[config.mk]
export PLATFORM = sky130hd
export DESIGN_NAME = xintf_zynq_port_arbiter
export DESIGN_NICKNAME = d
export VERILOG_FILES = /design/src/rtl/xintf_zynq_port_arbiter.sv
export SDC_FILE = /design/constraint.sdc
export NUM_CORES = 1
export LEC_CHECK = 0
export BUFFER_PORTS_ARGS = -buffer_cell sky130_fd_sc_hd__buf_2
export CAP_MARGIN = 5
export CORE_MARGIN = 1.5
export CORE_UTILIZATION = 45
export DETAILED_ROUTE_END_ITERATION = 10
export HOLD_SLACK_MARGIN = 0.1
export PLACE_DENSITY = 0.88
export SYNTH_ARGS = -nofsm -noshare
export SYNTH_HDL_FRONTEND = slang
export SYNTH_SLANG_ARGS = --single-unit
[constraint.sdc]
create_clock -name i_clk -period 2.5 [get_ports i_clk]
set_clock_uncertainty 0.2 [all_clocks]
set_input_delay 0.375 -clock i_clk [delete_from_list [all_inputs] [get_ports i_clk]]
set_output_delay 0.375 -clock i_clk [all_outputs]
set_load 0.03 [all_outputs]
[src/rtl/xintf_zynq_port_arbiter.sv]
// Round-robin arbiter sharing the Zynq-side DPBRAM port between three requesters.
// One access in flight at a time; completion is returned as a one-cycle ack per requester.
module xintf_zynq_port_arbiter #(
    parameter int ADDR_W  = 9,
    parameter int DATA_W  = 16,
    parameter bit LOCK_EN = 1'b1
) (
    input  logic                  i_clk,
    input  logic                  i_rst,
    input  logic                  i_lock,
    input  logic [2:0]            i_req,
    input  logic [2:0]            i_we,
    input  logic [3*ADDR_W-1:0]   i_addr,
    input  logic [3*DATA_W-1:0]   i_din,
    output logic [2:0]            o_ack,
    output logic [DATA_W-1:0]     o_rdata,
    output logic                  o_busy,
    output logic [1:0]            o_grant_id,
    output logic [15:0]           o_contend_cnt,
    output logic [ADDR_W-1:0]     o_xintf_PL_ram_addr,
    output logic                  o_xintf_PL_ram_ce,
    output logic                  o_xintf_PL_ram_we,
    output logic [DATA_W-1:0]     o_xintf_PL_ram_din,
    input  logic [DATA_W-1:0]     i_xintf_PL_ram_dout
);

    // state  | meaning
    // IDLE   | no access in flight; arbitrate when unlocked
    // ACCESS | ram_ce high for the granted requester
    // RDWAIT | read data returning from the RAM; capture and ack
    typedef enum logic [1:0] {IDLE, ACCESS, RDWAIT} state_t;

    state_t              state_q, state_d;
    logic [1:0]          ptr_q, ptr_d;
    logic [1:0]          grant_q, grant_d;
    logic [ADDR_W-1:0]   addr_q, addr_d;
    logic [DATA_W-1:0]   din_q, din_d;
    logic                we_q, we_d;
    logic                ce_q, ce_d;
    logic [2:0]          ack_q, ack_d;
    logic [DATA_W-1:0]   rdata_q, rdata_d;
    logic [15:0]         cnt_q, cnt_d;

    logic [2:0]          elig;
    logic                contend;
    logic [1:0]          pick;
    logic                pick_vld;
    logic [1:0]          cand;

    function automatic logic [1:0] rr_next(input logic [1:0] p);
        return (p == 2'd2) ? 2'd0 : p + 2'd1;
    endfunction

    // A requester still holding req in its own ack cycle must not win again.
    assign elig    = i_req & ~ack_q;
    assign contend = (elig[0] & elig[1]) | (elig[0] & elig[2]) | (elig[1] & elig[2]);

    always_comb begin
        pick     = 2'd0;
        pick_vld = 1'b0;
        cand     = rr_next(ptr_q);
        for (int i = 0; i < 3; i++) begin
            if (!pick_vld && elig[cand]) begin
                pick     = cand;
                pick_vld = 1'b1;
            end
            cand = rr_next(cand);
        end
    end

    always_comb begin
        state_d = state_q;
        ptr_d   = ptr_q;
        grant_d = grant_q;
        addr_d  = addr_q;
        din_d   = din_q;
        we_d    = 1'b0;
        ce_d    = 1'b0;
        ack_d   = 3'b000;
        rdata_d = rdata_q;
        cnt_d   = cnt_q;
        case (state_q)
            IDLE: begin
                if (contend && cnt_q != 16'hFFFF) cnt_d = cnt_q + 16'd1;
                if ((!i_lock || !LOCK_EN) && pick_vld) begin
                    grant_d = pick;
                    ptr_d   = pick;
                    addr_d  = i_addr[pick*ADDR_W +: ADDR_W];
                    din_d   = i_din[pick*DATA_W +: DATA_W];
                    we_d    = i_we[pick];
                    ce_d    = 1'b1;
                    state_d = ACCESS;
                end
            end
            ACCESS: begin
                if (we_q) begin
                    ack_d   = 3'b001 << grant_q;
                    state_d = IDLE;
                end else begin
                    state_d = RDWAIT;
                end
            end
            RDWAIT: begin
                rdata_d = i_xintf_PL_ram_dout;
                ack_d   = 3'b001 << grant_q;
                state_d = IDLE;
            end
            default: state_d = IDLE;
        endcase
    end

    always_ff @(posedge i_clk) begin
        if (i_rst) begin
            state_q <= IDLE;
            ptr_q   <= 2'd2;
            grant_q <= 2'd0;
            addr_q  <= '0;
            din_q   <= '0;
            we_q    <= 1'b0;
            ce_q    <= 1'b0;
            ack_q   <= 3'b000;
            rdata_q <= '0;
            cnt_q   <= 16'd0;
        end else begin
            state_q <= state_d;
            ptr_q   <= ptr_d;
            grant_q <= grant_d;
            addr_q  <= addr_d;
            din_q   <= din_d;
            we_q    <= we_d;
            ce_q    <= ce_d;
            ack_q   <= ack_d;
            rdata_q <= rdata_d;
            cnt_q   <= cnt_d;
        end
    end

    assign o_ack               = ack_q;
    assign o_rdata             = rdata_q;
    assign o_busy              = (state_q != IDLE);
    assign o_grant_id          = grant_q;
    assign o_contend_cnt       = cnt_q;
    assign o_xintf_PL_ram_addr = addr_q;
    assign o_xintf_PL_ram_ce   = ce_q;
    assign o_xintf_PL_ram_we   = we_q;
    assign o_xintf_PL_ram_din  = din_q;

endmodule
==> impl_metrics.csv, run 1 <==
group,metric,value,unit
outcome,outcome,"finished clean",
yosys,synth-edff-count,0,
die,ios,165,
route,ant_nets,0,
pwr,switching_share,0.301,
setup_path,critPathBufInv,2,
pwr,cellLeakagePower,1.91,nW
yosys,synth_cell_types,51,
die,initial_utilization,0.467,
setup_path,r2r_setup_slack,0.22,ns
setup_path,cp.arrival,2.30,ns
timing,fin_crit,2.28,ns
run,maxCapViolations,0,
min_path,holdPathEnd,"o_xintf_PL_ram_din[1]$_SDFFE_PP0P_",
cells_and_area,drive_above_1_share,0.378,
setup_path,critPathRequiredTime,2.52,ns
setup_path,r2r-start,"state_q[0]$_SDFFE_PP0P_",
timing,setup_violations,0,
yosys,synth.top_cell.area_share,0.421,
setup_path,cp-start-kind,"flip-flop",
cts,cts_tree,"built",
min_path,worstHoldStart,"i_din[33]",
cells_and_area,final_core_util,0.642,
pwr,p_comb_frac,0.224,
yosys,syn-cell-area,3190,sq um
cts,htreeDepth,3,
timing,maxSlewHeadroom,0.612,
yosys,synth_area_per_cell,8.67,sq um
yosys,synthCells,368,
cts,clkSlewWorstSetupHoldPaths,0.07,ns
cells_and_area,insertedDiodeCount,0,
setup_path,critPathMaxStageDelay,0.38,ns
placement,place_hpwl,6390,um
route,drc_errors,0,
timing,report.final.slew_viol_count,0,
pwr,power_frac_seq,0.445,
yosys,ys_seq_elements,67,
placement,gp_congestion,0.917,
cells_and_area,syn_to_final_growth,37.5,%
yosys,synth_top_cell_by_area,"dfxtp_1",
global_routing,grtUsageTotal,0.246,
cts,cts-root-buf,"clkbuf_8",
min_path,hold_class,"primary input to flip-flop",
die,die_area,7600,sq um
yosys,synth_area_leaders,"dfxtp_1 42%, o21ai_1 6.6%, o21ai_0 5.8%",
setup_path,cp_top_family,"simple AND/OR/NAND/NOR gates",
yosys,ys_warn_count,0,
setup_path,worstReg2RegEnd,"o_contend_cnt[5]$_SDFFE_PP0P_",
timing,tightest_slew,0.581,ns
yosys,ys_async_sr_fraction,0,
die,fp.dieW,87.2,um
setup_path,worst-path-max-fanout,19,
setup_path,endpoint_kind,"flip-flop",
cts,cts_sinks,67,
route,drt_wl_total,9310,um
route,vias_per_cell,5.33,
placement,io_buffers,164,
cts,clockBufferDepth,2,
die,row_count,30,
timing,hold_viol,0,
pwr,p_clk_frac,0.331,
placement,placed_cell_area,4050,sq um
pwr,p_per_area,603,nW/um^2
yosys,ys.flop_type,"dfxtp_1",
cts,clock_latency,0.32,ns
global_routing,antenna_found_initial,0,
route,vias,3431,
die,die_h,87.2,um
route,firstDrtPassIters,4,
route,wl_per_cell,14.5,um
timing,fmax,439,MHz
global_routing,grt_max_degree,36,
die,core,6830,sq um
setup_path,crit_chain,"inv_1, ha_1, inv_2, a21oi_4, nand2_2, nor4_1, mux2_2",
yosys,synth_nets,472,
pwr,ir_drop,0.293,mV
timing,rsz0062_at_grt,"no",
global_routing,grt_pass1_wl,14700,um
cells_and_area,final_cell_area,4390,sq um
pwr,p_switching,0.797,mW
setup_path,crit_type,"flip-flop to flip-flop",
timing,worst_hold_slack,0.117,ns
setup_path,r2r_cells,7,
timing,period_share,0.912,
cells_and_area,final_nets,647,
setup_path,cpMaxStageDelayCell,"nor4_1",
timing,setup_slack,0.221,ns
yosys,ys_seq_area_frac,0.421,
pwr,p_int,1.85,mW
global_routing,gr-total-overflow,0,
timing,fin_tns_setup,0,ns
min_path,whs_path_depth,3,
placement,place_ws,0.258,ns
global_routing,first_global_vias,3254,
route,drt_iter0_markers,95,
cts,cts_made_buffers,9,
-- through the flow --
step	power, mW	cells
2_1_floorplan	1.57	368
3_3_place_gp	1.75	613
3_5_place_dp	1.77	613
4_1_cts	2.66	644
5_1_grt	2.77	644
6_report	2.64	644
-- logic make-up (layout without fill, tap and decap cells) --
logic type,Yosys count,in the layout,share of synthesized area
buffers and inverters,27,207,0.0494
AO/OA/AOI/OAI,121,121,0.220
adder cells (fa/ha/maj),4,4,0.0157
flip-flops,67,67,0.421
multiplexers,19,19,0.0608
AND/OR/NAND/NOR,130,130,0.233
-- sequential cells by signal (all words and copies together) (netlist names) --
| signal | count |
|---|---|
| o_ack | 3 |
| o_contend_cnt | 16 |
| o_grant_id | 1 |
| o_rdata | 16 |
| o_xintf_PL_ram_addr | 9 |
| o_xintf_PL_ram_ce | 1 |
| o_xintf_PL_ram_din | 16 |
| o_xintf_PL_ram_we | 1 |
| ptr_q | 2 |
| state_q | 2 |
-- cells in the final DEF, fill, tap and decap left out, types with 3 or more instances in the layout --
cell type and instances:
o31ai_1 10, ha_1 4, nor3_1 4, nor2b_1 5, o21ai_1 42, dlygate4sd3_1 15, o21ai_0 37, nand3_1 7
inv_1 4, a21oi_1 19, clkbuf_8 10, buf_2 164, mux2i_1 16, or4_1 11, and4_1 3, dfxtp_1 67
buf_4 7, or3_1 26, nand2_1 33, nor2_1 20, mux2_2 3, clkbuf_1 4
-- tightest hold or removal path, stage by stage --
cell and delay, ns:
buf_2 0.08, o21ai_1 0.06, o21ai_1 0.10
-- power by group through the flow --
stage	clock network (mW)	logic (mW)	registers [mW]
6_report	0.874	0.592	1.18
5_1_grt	0.941	0.643	1.18
4_1_cts	0.892	0.588	1.18
3_5_place_dp	0	0.569	1.20
3_3_place_gp	0	0.551	1.20
2_1_floorplan	0	0.257	1.32
-- how the worst max path moves through the flow --
stage	from	endpoint	slack [ns]	cells past startpoint
floorplan	o_ack[1]$_SDFF_PP0_	o_xintf_PL_ram_addr[5]$_SDFFE_PP0P_	0.50	7
global placement	state_q[0]$_SDFFE_PP0P_	o_contend_cnt[5]$_SDFFE_PP0P_	0.37	7
detailed placement	state_q[0]$_SDFFE_PP0P_	o_contend_cnt[5]$_SDFFE_PP0P_	0.26	7
CTS	state_q[0]$_SDFFE_PP0P_	o_contend_cnt[5]$_SDFFE_PP0P_	0.24	7
global route	state_q[0]$_SDFFE_PP0P_	o_contend_cnt[5]$_SDFFE_PP0P_	0.06	7
finish	state_q[0]$_SDFFE_PP0P_	o_contend_cnt[5]$_SDFFE_PP0P_	0.22	7
-- area by class of cell --
type | instances | area [sq um]
sequential | 67 | 1340
fill | 601 | 2450
tap | 96 | 120
multi-input combinational | 274 | 1690
clock buffer | 14 | 153
timing repair buffer | 186 | 1020
inverter | 5 | 18.8
clock inverter | 2 | 35.0
-- routing by layer --
metal  track usage  vias up  part of all wire
met5             0        -                 0
met4        0.0981        0             0.021
met3        0.0483       17             0.062
met2         0.461      138              0.52
met1         0.269     1580              0.40
li1              -     1696                 -
-- synth_stat cells, types with 2 or more instances --
| cell | count |
|---|---|
| nand3_1 | 7 |
| ha_1 | 4 |
| nor2b_1 | 5 |
| clkbuf_1 | 6 |
| nand2_1 | 33 |
| and4_1 | 3 |
| o21ai_2 | 2 |
| mux2i_1 | 16 |
| or3_1 | 26 |
| or4_1 | 11 |
| nor3_1 | 4 |
| nand2b_4 | 2 |
| nor4_1 | 2 |
| dfxtp_1 | 67 |
| o21ai_0 | 37 |
| o31ai_1 | 10 |
| and3_2 | 2 |
| mux2_2 | 3 |
| buf_2 | 5 |
| buf_1 | 3 |
| nor3b_1 | 2 |
| nand4_1 | 2 |
| buf_6 | 6 |
| o21ai_1 | 42 |
| a21oi_1 | 20 |
| nor2_1 | 20 |
| inv_1 | 4 |
-- timing repair --
action	in CTS	in global routing
endpoints found under the hold margin	15	0
hold buffers	15	0
setup buffers	0	0
resized for setup	0	0
setup endpoints to repair	0	0
(Power assumes the default switching activity.)
==> inputs of run 2 (changes only) <==
==> constraint.sdc (replaced) <==
create_clock -name i_clk -period 2.4 [get_ports i_clk]
set_clock_uncertainty 0.2 [all_clocks]
set_input_delay 0.12 -clock i_clk [delete_from_list [all_inputs] [get_ports i_clk]]
set_output_delay 0.12 -clock i_clk [all_outputs]
set_load 0.03 [all_outputs]
==> run 2 against run 1 <==
Compared with the run above: utilization increased by 12 points; wire length increased by 38%; clock-buffer cell count decreased by 1; largest cell class is now non-clock buffers; critical endpoint is now state_q[1]$_SDFFE_PP0P_; combinational power increased by 29%; largest power group unchanged; via count increased by 19%.
==> impl_metrics.csv, run 2 (synthesis results as in run 1) <==
group,metric,value,unit
timing,maxSlewHeadroom,0.604,
cells_and_area,multi_input_area,1700,sq um
cells_and_area,syn_to_final_growth,63.6,%
placement,gp_congestion,0.878,
route,wl_per_cell,17.7,um
global_routing,antenna_found_initial,1,
timing,report.final.slew_viol_count,0,
timing,fin_crit,2.24,ns
timing,setup_slack,0.157,ns
placement,place_ws,0.168,ns
global_routing,grt_pass1_wl,19500,um
die,fp.dieW,87.2,um
die,die_area,7600,sq um
cts,cts_tree,"built",
setup_path,cp.arrival,2.31,ns
global_routing,grtUsageTotal,0.339,
cells_and_area,drive_above_1_share,0.332,
route,drt_iter0_markers,247,
route,drt_wl_total,12800,um
die,core,6830,sq um
pwr,cellLeakagePower,2.26,nW
timing,rsz0062_at_grt,"no",
cts,clockBufferDepth,2,
outcome,outcome,"finished clean",
cells_and_area,nFillCells,468,
cells_and_area,layoutNonFillerInstCount,726,
global_routing,first_global_vias,4134,
timing,worst_hold_slack,0.183,ns
route,drc_errors,0,
global_routing,gr-total-overflow,0,
cts,post_cts_buffers,0,
cells_and_area,final_core_util,0.764,
min_path,hold_class,"primary input to flip-flop",
setup_path,endpoint_kind,"flip-flop",
setup_path,critPathRequiredTime,2.47,ns
global_routing,grt_max_degree,36,
cts,cts_sinks,67,
route,vias_per_cell,5.60,
run,maxCapViolations,0,
placement,dp.cells,613,
setup_path,worst-path-max-fanout,7,
setup_path,crit_type,"flip-flop to flip-flop",
timing,setup_violations,0,
timing,hold_viol,0,
setup_path,cp-start-kind,"flip-flop",
timing,period_share,0.934,
route,firstDrtPassIters,7,
cells_and_area,final_cell_mix,"164 x buf_2, 97 x dlygate4sd3_1, 67 x dfxtp_1, 42 x o21ai_1, 37 x o21ai_0",
die,initial_utilization,0.467,
placement,io_buffers,164,
timing,fin_tns_setup,0,ns
die,die_h,87.2,um
cts,clkSlewWorstSetupHoldPaths,0.06,ns
cts,htreeDepth,3,
cts,cts_made_buffers,9,
die,row_count,30,
cells_and_area,final_common_cell,"buf_2",
cts,cts-root-buf,"clkbuf_8",
route,ant_nets,0,
timing,fmax,446,MHz
timing,tightest_slew,0.593,ns
pwr,ir_drop,0.346,mV
die,ios,165,
placement,place_hpwl,6510,um
cells_and_area,final_nets,729,
pwr,p_per_area,560,nW/um^2
cells_and_area,ff_latch_area,1340,sq um
route,vias,4066,
cts,clock_latency,0.33,ns
-- run 2: final timing paths --
| check | to | startpoint | cells past startpoint | slack (ns) |
|---|---|---|---|---|
| hold / removal | state_q[0]$_SDFFE_PP0P_ | i_req[0] | 5 | 0.18 |
| setup reg to reg | state_q[1]$_SDFFE_PP0P_ | state_q[1]$_SDFFE_PP0P_ | 6 | 0.16 |
| setup / recovery | state_q[1]$_SDFFE_PP0P_ | state_q[1]$_SDFFE_PP0P_ | 6 | 0.16 |
| hold reg to reg | o_xintf_PL_ram_addr[5]$_SDFFE_PP0P_ | o_xintf_PL_ram_addr[5]$_SDFFE_PP0P_ | 2 | 0.25 |
-- run 2: through the flow --
step	total power [mW]	area [sq um]
after floorplan	1.64	3190
after global placement	1.82	4050
after detailed placement	1.84	4050
after CTS	2.88	5210
after global routing	3.03	5220
final	2.92	5220
-- run 2: repair_timing --
item                                   CTS  global route
hold buffers                            97             0
setup endpoints to repair                0             2
gates resized for setup                  0             1
endpoints found under the hold margin   50             0
-- run 2: area by class of cell --
type                    count  share of cell area
repair buffers            268               0.353
inverters                   5             0.00360
multi-input cells         274               0.325
well taps                  96              0.0230
flip-flops and latches     67               0.257
clock inverters             2             0.00671
diodes                      1            0.000480
clock buffers              13              0.0305
-- run 2: power by group --
part,switching [mW],internal [mW],total [mW],leakage [nW]
registers,0.0479,1.18,1.23,0.546
clock network,0.401,0.531,0.932,0.0995
logic,0.441,0.321,0.762,1.62
total,0.890,2.03,2.92,2.26
-- run 2: critical path, cell delays in order (launching register included) --
cell           delay, ns
dfxtp_1             0.32
inv_1               0.10
ha_2                0.27
inv_2               0.11
or3_2               0.48
a21oi_1             0.15
dlygate4sd3_1       0.56
-- run 2: per-layer routing --
layer / GRT usage / wire [um] / vias up
met5: 0 / 0 / -
met4: 0.283 / 996 / 0
met3: 0.0834 / 955 / 94
met2: 0.608 / 6510 / 289
met1: 0.323 / 4380 / 1824
li1: - / - / 1859
==> inputs of run 3 (changes only) <==
==> config.mk (replaced) <==
export PLATFORM = sky130hd
export DESIGN_NAME = xintf_zynq_port_arbiter
export DESIGN_NICKNAME = d
export VERILOG_FILES = /design/src/rtl/xintf_zynq_port_arbiter.sv
export SDC_FILE = /design/constraint.sdc
export NUM_CORES = 1
export LEC_CHECK = 0
export CAP_MARGIN = 5
export CORE_MARGIN = 1.5
export CORE_UTILIZATION = 60
export CTS_BUF_LIST = sky130_fd_sc_hd__clkbuf_2
export DETAILED_ROUTE_END_ITERATION = 10
export DONT_BUFFER_PORTS = 1
export PLACE_DENSITY = 0.84
export SYNTH_ARGS = -nofsm -noshare
export SYNTH_HDL_FRONTEND = slang
export SYNTH_SLANG_ARGS = --single-unit
==> run 3 against run 2 <==
Compared with the run above: the flow now stops in clock tree synthesis (4_1_cts); synthesized area is the same; synthesized cell count stayed put.
==> impl_metrics.csv, run 3 <==
group,metric,value,unit
cts,cts-root-buf,"clkbuf_2",
yosys,synth_fa_ha_area_frac,0.0157,
yosys,ys_seq_area_frac,0.421,
cts,ctsHoldBuffers,101,
yosys,synth_cell_types,51,
die,ios,165,
yosys,synth.top_cell.area_share,0.421,
cts,post_cts_buffers,0,
yosys,synthCells,368,
yosys,synth_top_cell_by_area,"dfxtp_1",
yosys,synth_nets,472,
die,fp.dieW,75.9,um
yosys,synth_mux_area_frac,0.0608,
yosys,yosys.area_share.simple,0.233,
placement,placed_cell_area,3310,sq um
yosys,ys.flop_type,"dfxtp_1",
die,row_count,26,
cts,cts_made_buffers,9,
yosys,ys_async_sr_fraction,0,
yosys,synth_xor_area_frac,0,
yosys,yosysMostFrequentCell,"dfxtp_1",
outcome,tool.error,"[ERROR RSZ-0060] Max buffer count reached.",
die,initial_utilization,0.624,
yosys,synth_top_family_by_area,"simple AND/OR/NAND/NOR gates",
outcome,outcome,"aborted with a tool error",
yosys,synth_common_cells,"67 x dfxtp_1, 42 x o21ai_1, 37 x o21ai_0, 33 x nand2_1, 26 x or3_1",
die,die_h,75.9,um
yosys,synth_area_per_cell,8.67,sq um
outcome,stop_stage,"clock tree synthesis (4_1_cts)",
cts,clockBufferDepth,2,
placement,io_buffers,0,
cts,htreeDepth,3,
yosys,ys_seq_elements,67,
cts,cts_sinks,67,
yosys,synth-compound-area-share,0.220,
yosys,synth-edff-count,0,
placement,place_hpwl,5600,um
yosys,ys_warn_count,0,
cts,cts_resized,0,
yosys,synth_area_leaders,"dfxtp_1 42%, o21ai_1 6.6%, o21ai_0 5.8%",
placement,gp_congestion,0.829,
yosys,syn-cell-area,3190,sq um
## run 3: cell counts after synthesis
No cell type changed its count.
## run 3: cells by family after synthesis
group	after synthesis
and+or+nand+nor	130
AOI/OAI and AO/OA	121
DFF	67
buffers and inverters	27
muxes	19
adders and majority gates	4
## run 3: stage by stage
stage | cells | worst slack (ns)
3_5_place_dp | 439 | 0.185
3_3_place_gp | 439 | 0.254
2_1_floorplan | 368 | 0.396
==> inputs of run 4 (changes only) <==
--- a/config.mk
+++ b/config.mk
@@ -7,11 +7,10 @@
 export LEC_CHECK = 0
 export CAP_MARGIN = 5
 export CORE_MARGIN = 1.5
-export CORE_UTILIZATION = 60
-export CTS_BUF_LIST = sky130_fd_sc_hd__clkbuf_2
+export CORE_UTILIZATION = 40
 export DETAILED_ROUTE_END_ITERATION = 10
 export DONT_BUFFER_PORTS = 1
-export PLACE_DENSITY = 0.84
+export PLACE_DENSITY_LB_ADDON = 0.15
 export SYNTH_ARGS = -nofsm -noshare
 export SYNTH_HDL_FRONTEND = slang
 export SYNTH_SLANG_ARGS = --single-unit
==> run 4 against run 3 <==
Compared with the run above: the flow now finishes without violations.
==> impl_metrics.csv, run 4 (synthesis results as in run 1) <==
group,metric,value,unit
min_path,whs_path_depth,4,
route,wl_per_cell,16.6,um
cells_and_area,multi_input_area,1690,sq um
timing,fin_crit,2.19,ns
route,vias,3312,
global_routing,grt_max_degree,44,
global_routing,grtUsageTotal,0.234,
timing,rsz0062_at_grt,"no",
placement,place_hpwl,5760,um
timing,fin_tns_setup,0,ns
cts,cts_sinks,67,
cells_and_area,final_nets,588,
cells_and_area,final_cell_mix,"96 x dlygate4sd3_1, 67 x dfxtp_1, 42 x o21ai_1, 37 x o21ai_0, 33 x nand2_1",
die,die_area,8520,sq um
setup_path,cp.arrival,2.22,ns
placement,io_buffers,0,
cts,clockBufferDepth,2,
die,die_h,92.3,um
cells_and_area,nFillCells,666,
global_routing,gr-total-overflow,0,
cts,cts_tree,"built",
die,row_count,32,
cells_and_area,final_core_util,0.588,
cells_and_area,syn_to_final_growth,42.4,%
setup_path,cp-start-kind,"flip-flop",
placement,gp_congestion,0.736,
route,drt_iter0_markers,136,
global_routing,antenna_found_initial,0,
timing,fmax,456,MHz
die,initial_utilization,0.413,
pwr,p_per_area,575,nW/um^2
timing,maxSlewHeadroom,0.643,
setup_path,r2r_cells,7,
setup_path,critPathRequiredTime,2.43,ns
cts,cts_made_buffers,9,
timing,hold_viol,0,
cts,cts-root-buf,"clkbuf_8",
route,drt_wl_total,9840,um
pwr,finalPower,2.61,mW
cells_and_area,ff_latch_area,1340,sq um
setup_path,worst-path-max-fanout,19,
cells_and_area,drive_above_1_share,0.137,
route,ant_nets,0,
timing,setup_violations,0,
run,maxCapViolations,0,
global_routing,first_global_vias,3268,
min_path,hold_class,"primary input to flip-flop",
timing,period_share,0.913,
route,firstDrtPassIters,5,
timing,report.final.slew_viol_count,0,
outcome,outcome,"finished clean",
cts,clock_latency,0.33,ns
pwr,cellLeakagePower,1.63,nW
cts,clkSlewWorstSetupHoldPaths,0.07,ns
setup_path,endpoint_kind,"flip-flop",
timing,tightest_slew,0.536,ns
cells_and_area,final_common_cell,"dlygate4sd3_1",
die,ios,165,
cts,htreeDepth,3,
setup_path,cpMaxStageDelayCell,"mux2_2",
cts,post_cts_buffers,0,
route,drc_errors,0,
die,core,7730,sq um
setup_path,critPathMaxStageDelay,0.37,ns
global_routing,grt_pass1_wl,15700,um
pwr,ir_drop,0.300,mV
cells_and_area,insertedDiodeCount,0,
setup_path,crit_chain,"inv_1, ha_1, inv_2, a21oi_4, nand2_2, nor4_1, mux2_2",
setup_path,crit_type,"flip-flop to flip-flop",
route,vias_per_cell,5.60,
die,fp.dieW,92.3,um
run 4: report_power, final:
| group | switching (mW) | internal [mW] |
|---|---|---|
| logic | 0.253 | 0.237 |
| registers | 0.170 | 1.18 |
| clock network | 0.399 | 0.371 |
| total | 0.822 | 1.79 |
run 4: layout make-up:
type	count	share of cell area
clock inverter	3	0.00331
sequential	67	0.295
timing repair buffer	127	0.266
tap	102	0.0281
clock buffer	13	0.0306
inverter	5	0.00413
multi-input combinational	274	0.373
run 4: routing by layer:
layer	GRT usage	routed length, um
met1	0.265	3850
met2	0.406	4910
met3	0.0673	861
met4	0.108	209
met5	0	0
run 4: path summary, 6_finish.rpt:
path,start,endpoint,slack (ns)
max,state_q[0]$_SDFFE_PP0P_,o_contend_cnt[8]$_SDFFE_PP0P_,0.21
min,i_req[2],state_q[0]$_SDFFE_PP0P_,0.04
max reg2reg,state_q[0]$_SDFFE_PP0P_,o_contend_cnt[8]$_SDFFE_PP0P_,0.21
min reg2reg,state_q[0]$_SDFFE_PP0P_,state_q[0]$_SDFFE_PP0P_,0.31
run 4: repair_timing:
action	CTS	global route
hold endpoints to repair	67	0
resized for setup	0	0
hold buffers	97	0
run 4: worst max-delay path: cells and delay by family (launching register included):
kind,cells,cell delay (ns)
adders and majority gates,1,0.30
and+or+nand+nor,2,0.58
muxes,1,0.37
buffers and inverters,2,0.16
AOI/OAI and AO/OA,1,0.14
DFF,1,0.32
run 4: metrics by stage:
step                      setup WS (ns)  hold WS, ns  std cells  cell area (sq um)
after floorplan                   0.396       0.0672        368               3190
after global placement            0.287     -0.00668        478               3410
after detailed placement          0.211     -0.00622        478               3410
after CTS                         0.215       0.0249        591               4540
after global routing            0.00865       0.0902        591               4540
final                             0.209       0.0408        591               4540
